## config.mk

```make
export PLATFORM = sky130hd
export DESIGN_NAME = ps2_rx_decoder
export DESIGN_NICKNAME = d
export VERILOG_FILES = /design/src/rtl/ps2_pkg.sv /design/src/rtl/ps2_sync_edge.sv /design/src/rtl/ps2_rx_decoder.sv
export SDC_FILE = /design/constraint.sdc
export NUM_CORES = 1
export LEC_CHECK = 0
export CORE_UTILIZATION = 35
export DETAILED_ROUTE_END_ITERATION = 6
export GPL_TIMING_DRIVEN = 0
export PLACE_DENSITY = 0.56
export RECOVER_POWER = 50
export SYNTH_ARGS = -nofsm -noshare
export SYNTH_HDL_FRONTEND = slang
export SYNTH_HIERARCHICAL = 1
export SYNTH_SLANG_ARGS = --single-unit
```

## constraint.sdc

```tcl
create_clock -name CLK -period 2.43 [get_ports CLK]
set_input_delay 0.3645 -clock CLK [delete_from_list [all_inputs] [get_ports CLK]]
set_output_delay 0.3645 -clock CLK [all_outputs]
set_load 0.02 [all_outputs]
```

## src/rtl/ps2_pkg.sv

```systemverilog
// ----------------------------------------------------------------------------
// ps2_pkg
// Shared definitions for the PS/2 receive decoder:
//   - ps2_state_e           : frame receiver state encoding
//   - PS2_PREFIX_EXT/BRK    : scan-code prefixes for extended keys and releases
//   - PS2_DEFAULT_KEY_CODES : default tracked make codes; entry i sits at
//                             bits [8i+7:8i], so index 0 is 8'h76
//   - ps2_parity_ok()       : odd-parity check over data byte plus parity bit
// ----------------------------------------------------------------------------
package ps2_pkg;

    typedef enum logic [1:0] {
        ST_IDLE   = 2'd0,
        ST_DATA   = 2'd1,
        ST_PARITY = 2'd2,
        ST_STOP   = 2'd3
    } ps2_state_e;

    localparam logic [7:0] PS2_PREFIX_EXT = 8'hE0;
    localparam logic [7:0] PS2_PREFIX_BRK = 8'hF0;

    // Key list in index order 76, 1D, 1B, 29 (index 0 in the low byte).
    localparam logic [31:0] PS2_DEFAULT_KEY_CODES = {8'h29, 8'h1B, 8'h1D, 8'h76};

    // PS/2 uses odd parity: data bits plus parity bit must hold an odd
    // number of ones.
    function automatic logic ps2_parity_ok(input logic [7:0] data,
                                           input logic       par);
        return ^{data, par};
    endfunction

endpackage

```

## src/rtl/ps2_sync_edge.sv

```systemverilog
// ----------------------------------------------------------------------------
// ps2_sync_edge
// Brings the raw PS/2 clock and data lines into the system clock domain with
// two-flop synchronisers and detects falling edges of the synchronised clock.
// Ports:
//   clk_i     in  system clock
//   rst_ni    in  asynchronous active-low reset (flops reset to idle-high)
//   ps2_clk_i in  raw PS/2 clock
//   ps2_dat_i in  raw PS/2 data
//   clk_fall  out one-cycle strobe: synced clock was 1 last cycle, 0 now
//   dat_s     out synchronised PS/2 data, aligned with clk_fall
// ----------------------------------------------------------------------------
module ps2_sync_edge (
    input  logic clk_i,
    input  logic rst_ni,
    input  logic ps2_clk_i,
    input  logic ps2_dat_i,
    output logic clk_fall,
    output logic dat_s
);

    logic [1:0] clk_sync_q;
    logic [1:0] dat_sync_q;
    logic       clk_prev_q;

    // Reset to 1 (the idle bus level) so releasing reset never fakes a fall.
    always_ff @(posedge clk_i or negedge rst_ni) begin
        if (!rst_ni) begin
            clk_sync_q <= 2'b11;
            dat_sync_q <= 2'b11;
            clk_prev_q <= 1'b1;
        end else begin
            clk_sync_q <= {clk_sync_q[0], ps2_clk_i};
            dat_sync_q <= {dat_sync_q[0], ps2_dat_i};
            clk_prev_q <= clk_sync_q[1];
        end
    end

    assign clk_fall = clk_prev_q & ~clk_sync_q[1];
    assign dat_s    = dat_sync_q[1];

endmodule

```

## src/rtl/ps2_rx_decoder.sv

```systemverilog
// ----------------------------------------------------------------------------
// ps2_rx_decoder
// Receives PS/2 keyboard frames (start, 8 data LSB first, odd parity, stop),
// folds E0/F0 prefixes into EXTENDED/BREAK flags, reports errors and tracks
// the held state of a configurable set of keys.
// Parameters:
//   CLK_HZ     system clock frequency in Hz
//   TIMEOUT_US max gap between PS/2 clock falls inside a frame
//   NUM_KEYS   number of tracked keys
//   KEY_CODES  packed make codes, entry i at [8i+7:8i]
// Ports:
//   CLK        in  system clock
//   RESETN     in  asynchronous active-low reset
//   PS2_CLK    in  raw PS/2 clock (asynchronous)
//   PS2_DAT    in  raw PS/2 data (asynchronous)
//   DATA_OUT   out last accepted non-prefix scan code (held)
//   DATA_VALID out one-cycle pulse when DATA_OUT/EXTENDED/BREAK update
//   EXTENDED   out code was preceded by E0 (held)
//   BREAK      out code was preceded by F0 (held)
//   PARITY_ERR out one-cycle pulse on parity failure
//   FRAME_ERR  out one-cycle pulse on bad stop bit or inter-bit timeout
//   KEY_DOWN   out level per tracked key, high while held
// ----------------------------------------------------------------------------
module ps2_rx_decoder
    import ps2_pkg::*;
#(
    parameter int                      CLK_HZ     = 50_000_000,
    parameter int                      TIMEOUT_US = 200,
    parameter int                      NUM_KEYS   = 4,
    parameter logic [8*NUM_KEYS-1:0]   KEY_CODES  = PS2_DEFAULT_KEY_CODES
) (
    input  logic                CLK,
    input  logic                RESETN,
    input  logic                PS2_CLK,
    input  logic                PS2_DAT,
    output logic [7:0]          DATA_OUT,
    output logic                DATA_VALID,
    output logic                EXTENDED,
    output logic                BREAK,
    output logic                PARITY_ERR,
    output logic                FRAME_ERR,
    output logic [NUM_KEYS-1:0] KEY_DOWN
);

    localparam int TIMEOUT_CYC = CLK_HZ / 1_000_000 * TIMEOUT_US;
    localparam int TMO_W       = $clog2(TIMEOUT_CYC + 1);

    localparam logic [TMO_W-1:0] TMO_TERM = TMO_W'(TIMEOUT_CYC);
    localparam logic [TMO_W-1:0] TMO_MAX  = {TMO_W{1'b1}};

    // Saturating increment: the counter parks at its maximum instead of
    // wrapping back to zero.
    function automatic logic [TMO_W-1:0] tmo_sat_inc(input logic [TMO_W-1:0] v);
        return (v == TMO_MAX) ? v : v + TMO_W'(1);
    endfunction

    logic clk_fall;
    logic dat_s;

    ps2_sync_edge u_sync (
        .clk_i     (CLK),
        .rst_ni    (RESETN),
        .ps2_clk_i (PS2_CLK),
        .ps2_dat_i (PS2_DAT),
        .clk_fall  (clk_fall),
        .dat_s     (dat_s)
    );

    ps2_state_e           state_q,  state_d;
    logic [2:0]           bitcnt_q, bitcnt_d;
    logic [7:0]           shift_q,  shift_d;
    logic                 par_q,    par_d;
    logic [TMO_W-1:0]     tmo_q,    tmo_d;
    logic                 ext_q,    ext_d;
    logic                 brk_q,    brk_d;
    logic [7:0]           data_q,   data_d;
    logic                 exto_q,   exto_d;
    logic                 brko_q,   brko_d;
    logic                 valid_q,  valid_d;
    logic                 perr_q,   perr_d;
    logic                 ferr_q,   ferr_d;
    logic [NUM_KEYS-1:0]  key_q,    key_d;

    always_ff @(posedge CLK or negedge RESETN) begin
        if (!RESETN) begin
            state_q  <= ST_IDLE;
            bitcnt_q <= '0;
            shift_q  <= '0;
            par_q    <= 1'b0;
            tmo_q    <= '0;
            ext_q    <= 1'b0;
            brk_q    <= 1'b0;
            data_q   <= '0;
            exto_q   <= 1'b0;
            brko_q   <= 1'b0;
            valid_q  <= 1'b0;
            perr_q   <= 1'b0;
            ferr_q   <= 1'b0;
            key_q    <= '0;
        end else begin
            state_q  <= state_d;
            bitcnt_q <= bitcnt_d;
            shift_q  <= shift_d;
            par_q    <= par_d;
            tmo_q    <= tmo_d;
            ext_q    <= ext_d;
            brk_q    <= brk_d;
            data_q   <= data_d;
            exto_q   <= exto_d;
            brko_q   <= brko_d;
            valid_q  <= valid_d;
            perr_q   <= perr_d;
            ferr_q   <= ferr_d;
            key_q    <= key_d;
        end
    end

    always_comb begin
        state_d  = state_q;
        bitcnt_d = bitcnt_q;
        shift_d  = shift_q;
        par_d    = par_q;
        tmo_d    = tmo_sat_inc(tmo_q);
        ext_d    = ext_q;
        brk_d    = brk_q;
        data_d   = data_q;
        exto_d   = exto_q;
        brko_d   = brko_q;
        valid_d  = 1'b0;
        perr_d   = 1'b0;
        ferr_d   = 1'b0;
        key_d    = key_q;

        if (state_q == ST_IDLE) begin
            tmo_d = '0;
        end

        if (clk_fall) begin
            // A fall always restarts the gap timer, so a fall landing on the
            // terminal count takes priority over the timeout below.
            tmo_d = '0;
            unique case (state_q)
                ST_IDLE: begin
                    if (!dat_s) begin
                        state_d  = ST_DATA;
                        bitcnt_d = '0;
                    end
                end
                ST_DATA: begin
                    shift_d  = {dat_s, shift_q[7:1]};
                    bitcnt_d = bitcnt_q + 3'd1;
                    if (bitcnt_q == 3'd7) begin
                        state_d = ST_PARITY;
                    end
                end
                ST_PARITY: begin
                    par_d   = dat_s;
                    state_d = ST_STOP;
                end
                ST_STOP: begin
                    state_d = ST_IDLE;
                    if (!dat_s) begin
                        // Bad stop bit outranks a parity failure.
                        ferr_d = 1'b1;
                        ext_d  = 1'b0;
                        brk_d  = 1'b0;
                    end else if (!ps2_parity_ok(shift_q, par_q)) begin
                        perr_d = 1'b1;
                        ext_d  = 1'b0;
                        brk_d  = 1'b0;
                    end else if (shift_q == PS2_PREFIX_EXT) begin
                        ext_d = 1'b1;
                    end else if (shift_q == PS2_PREFIX_BRK) begin
                        brk_d = 1'b1;
                    end else begin
                        data_d  = shift_q;
                        exto_d  = ext_q;
                        brko_d  = brk_q;
                        valid_d = 1'b1;
                        ext_d   = 1'b0;
                        brk_d   = 1'b0;
                        // Extended codes share make values with normal keys
                        // (e.g. E0 75 vs 75), so they never touch KEY_DOWN.
                        if (!ext_q) begin
                            for (int i = 0; i < NUM_KEYS; i++) begin
                                if (shift_q == KEY_CODES[8*i +: 8]) begin
                                    key_d[i] = ~brk_q;
                                end
                            end
                        end
                    end
                end
                default: state_d = ST_IDLE;
            endcase
        end else if (state_q != ST_IDLE && tmo_q == TMO_TERM) begin
            // Bus stalled mid-frame: drop the partial byte and any prefixes.
            ferr_d   = 1'b1;
            state_d  = ST_IDLE;
            bitcnt_d = '0;
            shift_d  = '0;
            ext_d    = 1'b0;
            brk_d    = 1'b0;
        end
    end

    assign DATA_OUT   = data_q;
    assign DATA_VALID = valid_q;
    assign EXTENDED   = exto_q;
    assign BREAK      = brko_q;
    assign PARITY_ERR = perr_q;
    assign FRAME_ERR  = ferr_q;
    assign KEY_DOWN   = key_q;

endmodule

```

==> impl_metrics.yaml <==
status:
  status: "finished, final reports clean"
global_routing:
  met2_usage_pct: 23.1
  overflow: 0
  busiest_layer: "met2"
  grt_pass1_wl_um: 8850
  track_usage_pct: 15.0
  grt_max_degree: 35
  use_met3_pct: 2.83
  antenna_found_initial: 0
  grt_pass1_vias: 1848
  globalRouteMet1Util_pct: 20.6
clocking:
  cts_root_buf: "clkbuf_8"
  cts_tree: "built"
  clk_latency_ns: 0.31
  postCtsSetupBuffers: 0
  cts.sinks: 52
  clkSlewWorstSetupHoldPaths_ns: 0.10
  cts_buffer_depth: 2
  holdBufCountCts: 0
  htreeDepth: 2
  cts_made_buffers: 5
timing:
  hold_viol: 0
  layout_min_cycle_time_ns: 2.11
  clock_skew_ns: 0.00788
  fin_crit_sh_pct: 86.7
  worst_slew_pin_slew_ns: 1.01
  finalSetupViolCount: 0
  rsz0062_at_grt: "no"
  clock.fmax_mhz: 475
  finalMaxSlewViolations: 0
  holdWs_ns: 0.196
  slew_headroom_pct: 32.5
  setup_slack_ns: 0.323
  fin_tns_setup_ns: 0
setup_path:
  regToRegEndpoint: "KEY_DOWN[2]$_DFFE_PN0P_"
  critPathRequiredTime_ns: 2.67
  crit_buf_inv: 1
  crit_type: "flip-flop to flip-flop"
  arrival_ns: 2.34
  critPathTopFamily: "simple AND/OR/NAND/NOR gates"
  crit_slowest_cell: "dfstp_2"
  reg2reg_depth: 8
  path_max_fanout: 10
  regToRegSetupSlack_ns: 0.32
  crit_path_start_kind: "flip-flop"
  path_cells: "nor2b_4, and3_1, buf_2, nand4b_1, nor4_1, nand2_1, nor3_1, mux2i_1"
  r2r_start: "u_sync/clk_prev_q$_DFF_PN1_"
  endpoint_kind: "flip-flop"
  cp_slowest_stage_delay_ns: 0.53
finish:
  finalInstanceArea_um2: 3020
  fillerInstances: 673
  fin_cells: 366
  nets: 281
  syn_to_final_growth_pct: 16.8
  final_common_cell: "dfrtp_1"
  drive_above_1_share_pct: 12.6
  mostFrequentLayoutCells: "dfrtp_1, nor2_1, nand2_1"
  post-route-util_pct: 43.4
  antenna_cells: 0
synthesis:
  syn_nets: 253
  synthCells: 241
  syn_avg_cell_area_um2: 10.7
  synth_edf_count: 0
  seq_area_frac_synth_pct: 50.6
  netlist_area_um2: 2580
  synth_cell_type_count: 42
  async_flop_share_pct: 100
  ys_ff_latch: 52
  ys.flop_type: "dfrtp_1"
  ys_warn_count: 6
min_path:
  hold_path.class: "input pin to asynchronous set/reset pin"
place:
  gp_congestion: 0.830
  dp.cells: 358
  hpwl_um: 3550
  dp_worst_setup_slack_ns: 0.226
  port_buffers: 20
  place_area_um2: 2920
pwr:
  power_density_nw_per_um2: 802
  peakVddDrop_uv: 361
  total_power_mw: 2.42
  seqPwrFrac_pct: 42.5
  netSwitchingPower_mw: 0.835
  p_leak_nw: 1.31
  p_sw_share_pct: 34.5
  internal_power_mw: 1.58
  power_frac_comb_pct: 32.5
  power_frac_clock_pct: 25.0
floorplanning:
  rows: 30
  dieArea_um2: 7730
  core_area_um2: 6940
  fp.dieH_um: 87.9
  ioPinCount: 21
  start_util_pct: 37.2
  chipWidth_um: 87.9
detailed_routing:
  avgViaCountPerCell: 5.07
  vias: 1855
  wirelength_um: 5040
  dr.pass1.iters: 4
  wl_per_cell_um: 13.8
  drc_errors: 0
  drtIter0Drc: 93
  postRouteAntennaNets: 0
flow_run:
  drv_cap: 0
synth_stat cells (2+ instances only):
library cell	instances	area [um2]
a41oi_1	2	17.5
buf_2	3	15.0
o221ai_1	4	35.0
nand4_1	3	18.8
a22o_1	14	123
o31ai_1	2	15.0
o41ai_1	2	17.5
nor2_1	25	93.8
and4_1	5	43.8
inv_1	12	45.0
mux2i_1	4	40.0
xnor2_1	8	70.1
nand3_1	8	40.0
nand2b_1	2	12.5
clkbuf_1	5	18.8
nor4bb_1	3	30.0
o21ai_0	6	30.0
mux2_2	8	90.1
ha_1	8	100
buf_6	2	22.5
nor3_1	2	10.0
dfstp_2	5	131
xor2_1	8	70.1
dfrtp_1	47	1180
nor4_2	2	25.0
and2_1	3	18.8
nand2_1	21	78.8
nor3b_1	2	15.0
a21oi_1	8	40.0
and3_1	5	31.3
power by group through the flow:
stage	clock (mW)	sequential, mW	combinational [mW]
2_1_floorplan	0	1.03	0.617
3_3_place_gp	0	1.04	0.781
3_5_place_dp	0	1.04	0.789
4_1_cts	0.626	1.03	0.792
5_1_grt	0.655	1.04	0.877
6_report	0.605	1.03	0.786
flip-flops by register name (all words and copies together) (netlist names), 2 cells and up:
signal	cells
DATA_OUT	8
state_q	2
shift_q	8
KEY_DOWN	4
bitcnt_q	3
tmo_q	14
u_sync/dat_sync_q	2
u_sync/clk_sync_q	2
cells by family (layout without fill, tap and decap cells):
family	after synthesis	count (layout)	share of synthesized area, %
simple gates	88	88	18.4
flops	52	52	50.6
compound gates	42	42	12.5
mux	12	12	5.04
xor+xnor	16	16	5.43
buf+inv	23	52	4.21
fa+ha+maj	8	8	3.88
cell type report:
cell class | count | area, um2 | share of cell area [%]
plain buffers | 11 | 63.8 | 2.12
clock buffers | 5 | 68.8 | 2.28
clock inverters | 3 | 42.5 | 1.41
inverters | 12 | 45.0 | 1.49
multi-input cells | 166 | 1170 | 38.8
flip-flops and latches | 52 | 1310 | 43.3
well taps | 96 | 120 | 3.98
repair buffers | 21 | 199 | 6.59
metal layers:
metal	vias to the layer above	part of all wire (%)
met5	-	0
met3	6	3.3
met2	36	45
li1	911	-
met1	902	49
met4	0	1.8
worst max-delay path by stage:
stage                                    to  slack, ns  cells past startpoint                         from
global placement    DATA_OUT[5]$_DFFE_PN0P_      -0.60                      1                       RESETN
finish              KEY_DOWN[2]$_DFFE_PN0P_       0.32                      8  u_sync/clk_prev_q$_DFF_PN1_
CTS                 bitcnt_q[2]$_DFFE_PN0P_       0.21                      8       state_q[0]$_DFFE_PN0P_
floorplan           KEY_DOWN[2]$_DFFE_PN0P_       0.55                      8  u_sync/clk_prev_q$_DFF_PN1_
detailed placement  bitcnt_q[2]$_DFFE_PN0P_       0.23                      8       state_q[0]$_DFFE_PN0P_
global route        KEY_DOWN[2]$_DFFE_PN0P_       0.15                      8  u_sync/clk_prev_q$_DFF_PN1_
what timing repair did:
item | 4_1_cts | 5_1_grt
gates resized for setup | 0 | 1
hold endpoints to repair | 0 | 0
endpoints found under the setup margin | 0 | 2
No activity file was read; power rests on OpenSTA's default activity.
